==> src/rtl/hex_display_sequencer.sv <==
// -----------------------------------------------------------------------------
// hex_display_sequencer
//
// Chooses which 16-bit debug quantity drives the four seven-segment digits.
// Two raw push-buttons are synchronised, debounced and edge-detected.
//   btn_next steps the source.
//   btn_mode cycles MANUAL -> AUTO -> HOLD -> MANUAL.
// In AUTO the source also advances every AUTO_PERIOD cycles. HOLD freezes the
// displayed value and ignores btn_next.
//
// Ports
//   clock      system clock, all state on the rising edge
//   reset      synchronous, active-high
//   btn_next   raw button (asynchronous), active-high
//   btn_mode   raw button (asynchronous), active-high
//   sources    NUM_SRC x 16-bit sources, source k at [16k+15:16k]
//   hex0..hex3 active-high segments (bit0=a .. bit6=g), hex0 = nibble [3:0]
//   sel        current source index
//   mode       0=MANUAL, 1=AUTO, 2=HOLD
// -----------------------------------------------------------------------------
module hex_display_sequencer #(
    parameter int DEBOUNCE_CYCLES = 500000,
    parameter int AUTO_PERIOD     = 50000000,
    parameter int NUM_SRC         = 13
) (
    input  logic                  clock,
    input  logic                  reset,
    input  logic                  btn_next,
    input  logic                  btn_mode,
    input  logic [16*NUM_SRC-1:0] sources,
    output logic [6:0]            hex0,
    output logic [6:0]            hex1,
    output logic [6:0]            hex2,
    output logic [6:0]            hex3,
    output logic [3:0]            sel,
    output logic [1:0]            mode
);

    typedef enum logic [1:0] {
        MODE_MANUAL = 2'd0,
        MODE_AUTO   = 2'd1,
        MODE_HOLD   = 2'd2,
        MODE_BAD    = 2'd3
    } mode_e;

    localparam int DB_W = (DEBOUNCE_CYCLES > 1) ? $clog2(DEBOUNCE_CYCLES) : 1;
    localparam int AT_W = (AUTO_PERIOD > 1) ? $clog2(AUTO_PERIOD) : 1;
    localparam logic [DB_W-1:0] DB_LAST  = DB_W'(DEBOUNCE_CYCLES - 1);
    localparam logic [AT_W-1:0] AT_LAST  = AT_W'(AUTO_PERIOD - 1);
    localparam logic [3:0]      SEL_LAST = 4'(NUM_SRC - 1);

    function automatic logic [6:0] seg7(input logic [3:0] nib);
        logic [6:0] g;
        case (nib)
            4'h0: g = 7'h3F;
            4'h1: g = 7'h06;
            4'h2: g = 7'h5B;
            4'h3: g = 7'h4F;
            4'h4: g = 7'h66;
            4'h5: g = 7'h6D;
            4'h6: g = 7'h7D;
            4'h7: g = 7'h07;
            4'h8: g = 7'h7F;
            4'h9: g = 7'h6F;
            4'hA: g = 7'h77;
            4'hB: g = 7'h7C;
            4'hC: g = 7'h39;
            4'hD: g = 7'h5E;
            4'hE: g = 7'h79;
            default: g = 7'h71;
        endcase
        return g;
    endfunction

    // Button vectors: index 0 is btn_next, index 1 is btn_mode.
    logic [1:0]      sync1_q, sync1_d;
    logic [1:0]      sync2_q, sync2_d;
    logic [1:0]      db_q, db_d;
    logic [1:0]      db_prev_q, db_prev_d;
    logic [DB_W-1:0] db_cnt_q [2];
    logic [DB_W-1:0] db_cnt_d [2];
    logic [1:0]      pulse;
    logic            next_p;
    logic            mode_p;

    mode_e           mode_q, mode_d;
    logic [3:0]      sel_q, sel_d;
    logic [AT_W-1:0] timer_q, timer_d;
    logic            auto_tick;
    logic            advance;
    logic [15:0]     src_cur;
    logic [15:0]     disp_q, disp_d;
    logic [3:0][6:0] hex_q, hex_d;

    // -------------------------------------------------------------------------
    // Synchroniser and debouncer. The counter measures how long the
    // synchronised level has disagreed with the debounced level. Any agreement
    // restarts the count, so a glitch shorter than DEBOUNCE_CYCLES is dropped.
    // -------------------------------------------------------------------------
    always_comb begin
        // NOTE: every signal written here gets a default first, so no path
        // leaves it unassigned and no latch is inferred.
        sync1_d   = {btn_mode, btn_next};
        sync2_d   = sync1_q;
        db_d      = db_q;
        db_prev_d = db_q;
        for (int i = 0; i < 2; i++) begin
            db_cnt_d[i] = '0;
            if (sync2_q[i] != db_q[i]) begin
                if (db_cnt_q[i] == DB_LAST) begin
                    db_d[i] = sync2_q[i];
                end else begin
                    db_cnt_d[i] = db_cnt_q[i] + DB_W'(1);
                end
            end
        end
    end

    // Rising edge of the debounced level, exactly one cycle wide.
    assign pulse  = db_q & ~db_prev_q;
    assign next_p = pulse[0];
    assign mode_p = pulse[1];

    // -------------------------------------------------------------------------
    // Mode FSM. The unused encoding falls back to MANUAL.
    // -------------------------------------------------------------------------
    always_comb begin
        mode_d = mode_q;
        case (mode_q)
            MODE_MANUAL: if (mode_p) mode_d = MODE_AUTO;
            MODE_AUTO:   if (mode_p) mode_d = MODE_HOLD;
            MODE_HOLD:   if (mode_p) mode_d = MODE_MANUAL;
            default:     mode_d = MODE_MANUAL;
        endcase
    end

    // -------------------------------------------------------------------------
    // Source select, auto timer, display register and segment decode.
    // next_p is judged against the mode at the start of the cycle, so a
    // simultaneous mode press still lets the step take effect. Timer expiry
    // and next_p together produce a single step because both feed one OR.
    // -------------------------------------------------------------------------
    always_comb begin
        auto_tick = (mode_q == MODE_AUTO) && (timer_q == AT_LAST);
        advance   = (next_p && (mode_q == MODE_MANUAL || mode_q == MODE_AUTO)) || auto_tick;

        sel_d = sel_q;
        if (advance) begin
            sel_d = (sel_q == SEL_LAST) ? 4'd0 : sel_q + 4'd1;
        end

        timer_d = '0;
        if (mode_q == MODE_AUTO && !next_p && !auto_tick) begin
            timer_d = timer_q + AT_W'(1);
        end

        src_cur = '0;
        for (int k = 0; k < NUM_SRC; k++) begin
            if (sel_q == 4'(k)) src_cur = sources[16*k +: 16];
        end

        // The last load before HOLD uses the pre-transition mode, so the frozen
        // value is the one captured on the cycle before HOLD is entered.
        disp_d = (mode_q == MODE_HOLD) ? disp_q : src_cur;

        for (int n = 0; n < 4; n++) begin
            hex_d[n] = seg7(disp_q[4*n +: 4]);
        end
    end

    // -------------------------------------------------------------------------
    // State registers
    // -------------------------------------------------------------------------
    // NOTE: non-blocking assignments only, so every flop samples the values
    // from before this edge regardless of statement order.
    always_ff @(posedge clock) begin
        if (reset) begin
            // NOTE: the datapath registers are reset as well as the control
            // state, because the display must show 0000 straight after reset.
            sync1_q   <= '0;
            sync2_q   <= '0;
            db_q      <= '0;
            db_prev_q <= '0;
            db_cnt_q  <= '{default: '0};
            mode_q    <= MODE_MANUAL;
            sel_q     <= '0;
            timer_q   <= '0;
            disp_q    <= '0;
            hex_q     <= {4{7'h3F}};
        end else begin
            sync1_q   <= sync1_d;
            sync2_q   <= sync2_d;
            db_q      <= db_d;
            db_prev_q <= db_prev_d;
            db_cnt_q  <= db_cnt_d;
            mode_q    <= mode_d;
            sel_q     <= sel_d;
            timer_q   <= timer_d;
            disp_q    <= disp_d;
            hex_q     <= hex_d;
        end
    end

    assign hex0 = hex_q[0];
    assign hex1 = hex_q[1];
    assign hex2 = hex_q[2];
    assign hex3 = hex_q[3];
    assign sel  = sel_q;
    assign mode = mode_q;

endmodule

==> config.mk <==
export PLATFORM = sky130hd
export DESIGN_NAME = hex_display_sequencer
export DESIGN_NICKNAME = d
export VERILOG_FILES = /design/src/rtl/hex_display_sequencer.sv
export SDC_FILE = /design/constraint.sdc
export NUM_CORES = 1
export LEC_CHECK = 0
export ABC_CLOCK_PERIOD_IN_PS = 3300
export CORE_ASPECT_RATIO = 1.25
export CORE_MARGIN = 2
export CORE_UTILIZATION = 47
export DETAILED_ROUTE_END_ITERATION = 12
export PLACE_DENSITY = 0.82
export SYNTH_ARGS = -nofsm -noshare
export SYNTH_HDL_FRONTEND = slang
export SYNTH_SLANG_ARGS = --single-unit
==> constraint.sdc <==
create_clock -name clock -period 3.3 [get_ports clock]
set_input_delay 0.66 -clock clock [delete_from_list [all_inputs] [get_ports clock]]
set_output_delay 0.66 -clock clock [all_outputs]
set_load 0.03 [all_outputs]
==> results of run 1 <==
-- final cells by class --
type / count / share of cell area, %
flip-flops and latches: 122 / 23.2
repair buffers: 265 / 24.8
well taps: 212 / 2.52
clock inverters: 3 / 0.381
clock buffers: 25 / 4.72
multi-input cells: 705 / 43.4
inverters: 28 / 1.00
-- layout by cell type (no fill, tap or decap), drive strengths merged, types with 3 or more instances in the layout --
master         Yosys  final
nand4             16     16
xor2              27     27
a221o             37     37
a211oi            20     20
nor4              10     10
dfxtp            122    122
a31oi             15     15
a211o              4      4
inv               28     28
o211ai            18     18
or3                5      5
o21bai             4      4
xnor2             30     30
o32ai              7      7
o21ai             28     28
ha                35     35
a311o              4      4
o2111ai           12     12
nand2b             5      5
and2               4      4
nor2             125    125
clkbuf            60     25
o22ai             32     32
buf                6     20
nor2b             19     19
a22oi              3      3
or2                5      5
a221oi            11     11
clkdlybuf4s50      0    245
nand2             86     86
nand3             39     39
and3               9      9
a22o              16     16
nor3              13     13
or4                5      5
a21oi             38     38
and4               3      3
-- registers in the layout (all words and copies together) (netlist names), 4 cells and up --
signal	flops
hex1	7
hex0	7
disp_q	16
sel	4
hex2	7
db_cnt_q	38
timer_q	26
hex3	7
-- power groups by stage --
stage,Sequential [W],Clock [W],Combinational (W)
2_1_floorplan,0.00160,0,0.000146
3_3_place_gp,0.00157,0,0.000533
3_5_place_dp,0.00157,0,0.000534
4_1_cts,0.00155,0.00172,0.000540
5_1_grt,0.00155,0.00179,0.000576
6_report,0.00155,0.00171,0.000544
-- kinds of logic after synthesis --
| logic type | count (synthesis) |
|---|---|
| xor gates and xnor gates | 57 |
| DFF | 122 |
| AOI/OAI and AO/OA | 259 |
| buffers and inverters | 94 |
| muxes | 4 |
| adders and majority gates | 35 |
| and+or+nand+nor | 350 |
-- metal layers --
metal | up-vias | track usage (%)
met1 | 3774 | 38.8
met2 | 406 | 51.7
met3 | 56 | 8.22
met4 | 0 | 9.71
met5 | - | 0
li1 | 3828 | -
-- metrics by stage --
stage	instance area [sq um]	cells	power [W]	utilization, %	setup WS [ns]
detailed placement	9970	1332	0.00211	64.6	0.715
finish	10500	1360	0.00380	68.0	0.575
global placement	9970	1332	0.00211	64.6	0.751
global route	10500	1360	0.00391	68.0	0.526
CTS	10500	1360	0.00380	68.0	0.573
floorplan	7360	921	0.00175	-	0.905
-- worst max path at each step --
stage / startpoint / endpoint
after global routing: sel[2] / sel[2]
after CTS: sel[2] / sel[2]
after global placement: timer_q[18] / timer_q[3]
after detailed placement: timer_q[18] / timer_q[21]
after floorplan: timer_q[18] / sel[2]
final: sel[2] / sel[2]
==> impl_metrics.ini, run 1 <==
[worst_hold_path]
whs_path_depth = 1
hold_start = sync1_q[0]
type_of_the_most_critical_hold_path = reg -> reg
hold_end = sync2_q[0]

[sta]
tightest_slew_ns = 0.797
drv_slew = 0
finalWorstPathRequiredPeriod_ns = 2.72
setup_viol = 0
rsz0062_at_grt = no
timing.clock.skew_ns = 0.00799
setup-tns-final_ns = 0
worst_hold_slack_ns = 0.443
maxSlewHeadroom_pct = 46.8
timing_hold_violations_final = 0
clock.fmax_mhz = 367
period_share_pct = 82.6

[worst_setup_path]
timing.critical_path.slowest_cell_delay_ns = 0.83
worst-path-stages = 1
crit_path_max_fanout = 21
critPathArrivalTime_ns = 2.06
crit_buf_inv = 1
crit_slowest_cell = dfxtp_1
crit_family = flip-flops
reg2reg_to = timer_q[16]
worst_r2r_startpoint = timer_q[18]
crit_path_start_kind = flip-flop
data_required_time_of_the_worst_path_ns = 2.64
regToRegSetupSlack_ns = 0.70
end_kind = output port
sequence_of_cells_on_the_critical_path = clkdlybuf4s50_1
criticalPathCategory = reg -> out
number_of_cells_traversed_by_the_worst_register_to_register_path = 5

[layout]
multi_input_area_sq_um = 4560
layout-area-overhead-vs-synth_pct = 42.8
nFillCells = 1300
design.final.nets = 1386
diodes = 0
fraction_of_layout_cells_with_a_size_suffix_above_1_pct = 5.23
sequential_cell_area_sq_um = 2440

[power]
p_int_w = 0.00294
sequentialPowerShare_pct = 40.7
share_comb_of_total_power_pct = 14.3
powerDensity_nw_per_um2 = 361
static-leakage-power_nw = 3.69
vdd_drop_max_v = 0.000410
switching_power_w = 0.000857
p_sw_share_pct = 22.6
clockPowerShare_pct = 45.0

[detailed_routing]
drtPass1Iterations = 5
wl_met2_um = 12800
top_layer = met4
detail_route.wirelength.met1_um = 10600
drt_iter0_markers = 638
wl_per_cell_um = 19.3
detail_route.wirelength_um = 26200
detailroute.wirelength.met3_um = 2020
num_vias = 8064
antenna_violating_nets_post_route = 0
detail_route.vias_per_cell = 5.93
drc_errors = 0

[global_routing]
grt-ovfl-total = 0
vias_in_the_first_global_route = 7565
grt_max_degree = 30
grt_pass1_wl_um = 40000
antenna_found_initial = 0
track_usage_pct = 31.0

[logic_synthesis]
synth_compound_area_share_pct = 26.0
synth_warnings = 0
syn-cell-area_sq_um = 7360
fraction_of_the_mapped_netlist_area_in_simple_logic_gates_pct = 22.2
synth_area_leader_cell = dfxtp_1
postSynthNetCount = 1168
synth.distinct_cells = 60
synth_area_per_cell_sq_um = 7.99
synthMuxAreaShare_pct = 0.884
postSynthRegisterBits = 122
synth_enable_flop_cells = 0
asr_flop_ratio_synth_pct = 0
synth_xor_area_share_pct = 6.79
syn_inst = 921
leading_cell_types_by_total_area_after_synthesis = dfxtp_1 (33%), nor2_1 (6.4%), ha_1 (6.0%)
sequential_area_share_after_synthesis_pct = 33.2
synth_top_family_by_area = compound AO/OA/AOI/OAI gates
leading_cell_types_by_count_after_synthesis = nor2_1 (125), dfxtp_1 (122), nand2_1 (85)
yosys_most_used_dff = dfxtp_1
synth_top_cell_area_share_pct = 33.2
count_leader_synth = nor2_1
synth_adder_area_share_pct = 5.95

[floorplanning]
die_w_um = 116
core_area_sq_um = 15400
dieArea_sq_um = 16700
floorplan.initialDensity_pct = 47.6
die_y_um = 144
number_of_placed_i_o_pins = 246
cell_rows = 51

[run_status]
run_status = completed

[cts]
clk-insertion-delay-late_ns = 0.41
hold_buffers = 0
numClockSinks = 122
clk_transition_reported_paths_ns = 0.05
ctsHtreeMaxLevel = 4
cts.repair.resized = 0
root_buffer = clkbuf_16
clock_path_buffers = 2
post-cts-setup-buffers = 0
cts_inserted_buffers = 17
tritoncts = built

[place]
dp_hpwl_um = 20300
placement.io_buffers = 245
gp_congestion = 0.964

[flow_run]
cap_violations = 0
No activity file was read; power rests on OpenSTA's default activity.
==> run 2: changes to the inputs <==
--- a/config.mk
+++ b/config.mk
@@ -5,12 +5,12 @@
 export SDC_FILE = /design/constraint.sdc
 export NUM_CORES = 1
 export LEC_CHECK = 0
-export ABC_CLOCK_PERIOD_IN_PS = 3300
+export ABC_CLOCK_PERIOD_IN_PS = 2300
 export CORE_ASPECT_RATIO = 1.25
 export CORE_MARGIN = 2
-export CORE_UTILIZATION = 47
+export CORE_UTILIZATION = 42
 export DETAILED_ROUTE_END_ITERATION = 12
-export PLACE_DENSITY = 0.82
+export PLACE_DENSITY = 0.77
 export SYNTH_ARGS = -nofsm -noshare
 export SYNTH_HDL_FRONTEND = slang
 export SYNTH_SLANG_ARGS = --single-unit
==> constraint.sdc (replaced) <==
create_clock -name clock -period 2.3 [get_ports clock]
set_input_delay 0.46 -clock clock [delete_from_list [all_inputs] [get_ports clock]]
set_output_delay 0.46 -clock clock [all_outputs]
set_load 0.03 [all_outputs]
==> run 2 against run 1 <==
  * The flow now finishes with violations (negative setup slack)
  * Worst hold slack better by 0.0029 ns
  * Sequential cell count stayed put
  * Largest cell class unchanged
  * Combinational power is 47% higher
  * First-iteration DRC count is 12% higher
  * Design area is 4.5% higher
  * Global-route usage is 0.56 points lower
  * Final cell count is 4.0% higher
  * Wire length is 7.5% higher
  * Register-to-register slack worse by 0.74 ns
  * Non-clock buffer count is 38 higher
==> impl_metrics.ini, run 2 (synthesis gave the netlist of run 1 again) <==
[sta]
period_share_pct = 102
setup-tns-final_ns = -0.0710
postLayoutSetupSlackWorst_ns = -0.0445
tightest_slew_ns = 0.598
setup_viol = 2
drv_slew = 0
timing_hold_violations_final = 0
maxSlewHeadroom_pct = 59.8
rsz0062_at_grt = yes
clock.fmax_mhz = 427
finalWorstPathRequiredPeriod_ns = 2.34
timing.clock.skew_ns = 0.0125

[cts]
hold_buffers = 0
post-cts-setup-buffers = 0
clock_path_buffers = 2
tritoncts = built
root_buffer = clkbuf_16
clk_transition_reported_paths_ns = 0.06
numClockSinks = 122
ctsHtreeMaxLevel = 4
cts_inserted_buffers = 17
clk-insertion-delay-late_ns = 0.41

[worst_setup_path]
sequence_of_cells_on_the_critical_path = or4b_4, or4_4, or4_4, and2_4, o221a_4
end_kind = flip-flop
critPathArrivalTime_ns = 2.65
data_required_time_of_the_worst_path_ns = 2.60
criticalPathCategory = reg -> reg
crit_path_start_kind = flip-flop
crit_slowest_cell = or4_4
timing.critical_path.slowest_cell_delay_ns = 0.56
crit_path_max_fanout = 8
timing.critical_path.mode_cell = or4_4

[run_status]
failed_checks = negative setup slack
run_status = complete, but fails checks

[power]
p_int_w = 0.00460
static-leakage-power_nw = 3.95
switching_power_w = 0.00132
p_sw_share_pct = 22.3
clockPowerShare_pct = 49.1
sequentialPowerShare_pct = 37.4
powerDensity_nw_per_um2 = 539
vdd_drop_max_v = 0.000506
share_comb_of_total_power_pct = 13.5

[layout]
largest_register_ff_count = 38
regMostFlops = db_cnt_q
fraction_of_layout_cells_with_a_size_suffix_above_1_pct = 9.92
nFillCells = 1486
diodes = 0
design.final.nets = 1424
layout-area-overhead-vs-synth_pct = 49.2
final_common_cell = clkdlybuf4s50_1
mostFrequentLayoutCells = clkdlybuf4s50_1 (244), nor2_1 (124), dfxtp_1 (120)
reg_top3 = db_cnt_q (38), timer_q (26), disp_q (16)

[floorplanning]
cell_rows = 54
number_of_placed_i_o_pins = 246
die_w_um = 122
floorplan.initialDensity_pct = 42.5
dieArea_sq_um = 18600
die_y_um = 152
core_area_sq_um = 17300

[global_routing]
vias_in_the_first_global_route = 8191
grt_max_degree = 24
globalRouteMet2Util_pct = 51.3
grt.met3_usage_pct = 6.57
global_route.usage.met1_pct = 36.2
top_usage_layer = met2
grt-ovfl-total = 0
antenna_found_initial = 0
track_usage_pct = 30.4
grt_pass1_wl_um = 43900

[worst_hold_path]
type_of_the_most_critical_hold_path = reg -> reg

[detailed_routing]
detail_route.wirelength_um = 28200
antenna_violating_nets_post_route = 0
num_vias = 8185
wl_per_cell_um = 19.9
detail_route.vias_per_cell = 5.79
drc_errors = 0
drtPass1Iterations = 7
drt_iter0_markers = 712

[flow_run]
cap_violations = 0

[place]
placement.io_buffers = 245
dp_hpwl_um = 22000
gp_congestion = 1.04
pre_cts_worst_setup_slack_ns = -0.121
==> run 2: cell count changes in the layout (fill, tap and decap cells not counted), moves of 3 or more <==
cell / change
or4_4: +3
bufinv_16: +4
or4_1: -3
clkbuf_8: -3
buf_4: +37
==> run 2: worst max-delay path: cells and delay by family (launching register included) <==
kind / cells / cell delay, ns
AND/OR/NAND/NOR: 4 / 1.72
flip-flops: 1 / 0.32
AO/OA/AOI/OAI: 1 / 0.21
==> run 2: what timing repair did <==
item / 4_1_cts / 5_1_grt
gates resized for setup: 4 / 11
pin swaps: 0 / 4
hold endpoints to repair: 0 / 0
endpoints found under the setup margin: 23 / 18
==> run 2: path summary, 6_finish.rpt <==
kind                    start         end  slack, ns  cells past startpoint
hold reg to reg    sync1_q[1]  sync2_q[1]       0.45                      1
setup reg to reg  timer_q[18]      sel[2]      -0.04                      5
setup / recovery  timer_q[18]      sel[2]      -0.04                      5
hold / removal     sync1_q[1]  sync2_q[1]       0.45                      1
==> run 2: metal layers <==
| layer | up-vias | share of wire (%) |
|---|---|---|
| met1 | 3791 | 38 |
| met2 | 411 | 49 |
| li1 | 3906 | - |
| met5 | - | 0 |
| met4 | 0 | 4.5 |
| met3 | 77 | 8.7 |
==> run 2: metrics by stage <==
| step | util (%) | instances | area (sq um) | power (W) | hold WS, ns |
|---|---|---|---|---|---|
| 6_report | 63.5 | 1414 | 11000 | 0.00592 | 0.446 |
| 5_1_grt | 63.5 | 1414 | 11000 | 0.00611 | 0.458 |
| 4_1_cts | 63.2 | 1414 | 10900 | 0.00595 | 0.452 |
| 3_5_place_dp | 59.4 | 1382 | 10300 | 0.00305 | 0.439 |
| 3_3_place_gp | 59.4 | 1382 | 10300 | 0.00304 | 0.419 |
| 2_1_floorplan | - | 921 | 7360 | 0.00251 | 0.414 |
==> run 2: cell type report <==
type | instances | area (sq um) | area share [%]
Multi-Input combinational cell | 705 | 4600 | 41.9
Timing Repair Buffer | 303 | 2900 | 26.4
Sequential cell | 122 | 2440 | 22.3
Clock buffer | 20 | 447 | 4.07
Tap cell | 224 | 280 | 2.55
Clock inverter | 12 | 195 | 1.78
Inverter | 28 | 105 | 0.957
==> run 2: power groups by stage <==
stage	combinational [W]	sequential [W]	clock, W
after CTS	0.000792	0.00222	0.00294
after detailed placement	0.000785	0.00226	0
after floorplan	0.000209	0.00230	0
after global routing	0.000846	0.00222	0.00304
after global placement	0.000786	0.00226	0
final	0.000798	0.00222	0.00291
==> run 3: changes to the inputs <==
--- a/config.mk
+++ b/config.mk
@@ -6,11 +6,13 @@
 export NUM_CORES = 1
 export LEC_CHECK = 0
 export ABC_CLOCK_PERIOD_IN_PS = 2300
+export CAP_MARGIN = 20
 export CORE_ASPECT_RATIO = 1.25
 export CORE_MARGIN = 2
 export CORE_UTILIZATION = 42
 export DETAILED_ROUTE_END_ITERATION = 12
 export PLACE_DENSITY = 0.77
+export SLEW_MARGIN = 20
 export SYNTH_ARGS = -nofsm -noshare
 export SYNTH_HDL_FRONTEND = slang
 export SYNTH_SLANG_ARGS = --single-unit
==> results of run 3 <==
Final layout, timing and power as in run 2 (identical DEF).
==> variant (flow settings as in run 1) <==
Set the parameter `AUTO_PERIOD` to 100000000 (it was 50000000).
--- a/src/rtl/hex_display_sequencer.sv
+++ b/src/rtl/hex_display_sequencer.sv
@@ -21,5 +21,5 @@
 module hex_display_sequencer #(
     parameter int DEBOUNCE_CYCLES = 500000,
-    parameter int AUTO_PERIOD     = 50000000,
+    parameter int AUTO_PERIOD     = 100000000,
     parameter int NUM_SRC         = 13
 ) (
Function: same outputs for any inputs over 10 cycles, from zero or initial values and one cycle with reset high; that may be too few to reach the edited logic, so the function may still have changed.
==> variant against run 1 <==
Sequential cell count up 1; first-iteration DRC count decreased by 9.9%; synthesized area fell by 0.63%; wire length decreased by 1.9%; sequential share of layout area rose by 0.36 points; setup slack lost 0.16 ns; power rose by 5.0%; cell area shrank 0.71%; largest cell class unchanged.
==> variant: results (changes against run 1) <==
run status=completed (unchanged); start point of the worst hold path=sync1_q[1]$_SDFF_PP0_ (was sync1_q[0]$_SDFF_PP0_); area share of xor/xnor cells in the synthesized design=7.07% (was 6.79%); TritonRoute pass-1 iters=7 (was 5); syn_area_per_cell=8.31 sq um (was 7.99 sq um); VDD IR max=0.000376 V (was 0.000410 V); final setup skew=0.00737 ns (was 0.00799 ns); number of cells on the worst hold path=1 (unchanged); fillcell total=1289 (was 1300); multiplexer share of the synthesized area=1.03% (was 0.884%); share of flip-flops with an asynchronous set or reset=0% (unchanged); count of warnings emitted by yosys=0 (unchanged); vias in the first global route=7687 (was 7565); sequential share of the synthesized area=33.7% (was 33.2%); root buffer cell=clkbuf_16 (unchanged); R2R Path Start=sel[0]$_SDFFE_PP0P_ (was timer_q[18]$_SDFF_PP0_); worst hold slack=0.460 ns (was 0.443 ns); cts bufs inserted=17 (unchanged); unique cell type count in the Yosys netlist=57 (was 60); class of the tightest hold or removal check=reg -> reg (unchanged); count of routing violations after the opening detailed-route iteration=575 (was 638); compound-cell area share of the yosys netlist=21.7% (was 26.0%); number of routed nets with antenna violations=0 (unchanged); Net Count, Synth=1127 (was 1168); clock-pin transition on the worst setup and hold timing paths=0.06 ns; number of resized instances in the post-cts repair step=0 (unchanged); largest net degree at the start of global routing=27 (was 30); worst-case reg-to-reg path depth=8 (was 5); worst reg2reg endpoint=disp_q[3]$_SDFFE_PP0P_ (was timer_q[16]$_SDFF_PP0_); data arrival time of the worst path=3.17 ns (was 2.06 ns); GRT Overall Usage=30.7% (was 31.0%); routed length per placed instance=19.4 microns (was 19.3 microns); port bufs=245 (unchanged); Final #Nets=1346 (was 1386); largest registers=db_cnt_q (38), timer_q (27), disp_q (16) (was db_cnt_q (38), timer_q (26), disp_q (16)); source-to-sink clock delay at the later pin of the worst-skew pair=0.42 ns; # diodes=0 (unchanged); Vias=7936 (was 8064); first-pass GRT wire length=39.0 mm (was 40.0 mm); Max Buffers Root-to-Sink=2 (unchanged); wire length after detailed routing=25.7 mm (was 26.2 mm); initial antenna violation count=0 (unchanged); number of post-CTS setup repair buffers=0 (unchanged); Routability Congestion=1.01 (was 0.964); cell types with the largest area share after synthesis=dfxtp_1, nor2_1, ha_1 (unchanged); most numerous cell types in the synthesized netlist=nor2_1, dfxtp_1, nand3_1, nand2_1, xor2_1 (was nor2_1, dfxtp_1, nand2_1, clkbuf_1, nand3_1); largest fanout on the critical path=16 (was 21); share of cells above drive strength 1=5.85% (was 5.23%); worst hold path endpoint=sync2_q[1]$_SDFF_PP0_ (was sync2_q[0]$_SDFF_PP0_); R2R setup slack=0.42 ns (was 0.70 ns); setup violators final=0 (unchanged); adder and majority cell fraction of the synthesized area=5.99% (was 5.95%); Worst slew margin=35.0% (was 46.8%); detailed-placement wirelength estimate=20.3 mm (about the same); leakage power=3.68 nW (was 3.69 nW); worst slack at placement=0.516 ns (was 0.715 ns); number of levels the H-tree was split into=4 (unchanged)
## variant: changes by cell type in the layout (fill, tap and decap cells not counted), sizes merged, moves of 18 or more
cell,before,now
a2111oi,1,27
nand2,86,44
o221ai,2,20
a221oi,11,33
o21ai,28,5
a22oi,3,23
a221o,37,0
nor2,125,145
## variant: layout make-up
| class | instances | area (sq um) | share of cell area [%] |
|---|---|---|---|
| clock buffer | 17 | 425 | 4.08 |
| clock inverter | 15 | 173 | 1.66 |
| inverter | 28 | 105 | 1.01 |
| timing repair buffer | 261 | 2570 | 24.6 |
| sequential | 123 | 2460 | 23.6 |
| multi-input combinational | 668 | 4430 | 42.5 |
| tap | 212 | 265 | 2.54 |
## variant: critical path: stages, from the launching register on
cell and delay [ns]:
dfxtp_1 0.35, inv_1 0.15, ha_1 0.39, buf_4 0.30, nor2b_1 0.80, a22oi_1 0.14, nor2_1 0.13, a2111oi_0 0.08
a2111oi_1 0.42
## variant: worst max-delay path by stage
stage | end | from | slack [ns] | cells after the start
final | disp_q[3]$_SDFFE_PP0P_ | sel[0]$_SDFFE_PP0P_ | 0.42 | 8
after global routing | disp_q[0]$_SDFFE_PP0P_ | sel[0]$_SDFFE_PP0P_ | 0.28 | 8
after CTS | disp_q[3]$_SDFFE_PP0P_ | sel[0]$_SDFFE_PP0P_ | 0.50 | 8
after detailed placement | disp_q[3]$_SDFFE_PP0P_ | sel[0]$_SDFFE_PP0P_ | 0.52 | 8
after global placement | disp_q[0]$_SDFFE_PP0P_ | sel[0]$_SDFFE_PP0P_ | 0.64 | 9
after floorplan | disp_q[15]$_SDFFE_PP0P_ | sel[0]$_SDFFE_PP0P_ | 0.94 | 9
## variant: per-layer routing
| metal | track usage (%) | part of all wire [%] | vias up |
|---|---|---|---|
| met3 | 6.92 | 9.0 | 97 |
| li1 | - | - | 3689 |
| met2 | 51.5 | 49 | 490 |
| met1 | 36.1 | 37 | 3660 |
| met5 | 0 | 0 | - |
| met4 | 16.9 | 5.3 | 0 |
## variant: through the flow
step	instance area [sq um]	total power, mW
floorplan	7310	1.76
global placement	9830	2.12
detailed placement	9830	2.13
CTS	10400	4.00
global route	10400	4.11
finish	10400	3.99
## variant: cells by family after synthesis
kind of cell / Yosys count
multiplexers: 5
XOR/XNOR: 59
adder cells (fa/ha/maj): 35
AND/OR/NAND/NOR: 364
flip-flops: 123
buffers and inverters: 89
AO/OA/AOI/OAI: 205
## variant: report_power, final
part | leakage, nW | internal [mW] | switching [mW]
Clock | 0.289 | 1.18 | 0.697
Combinational | 2.39 | 0.331 | 0.215
Sequential | 1.00 | 1.52 | 0.0347
Total | 3.68 | 3.04 | 0.947
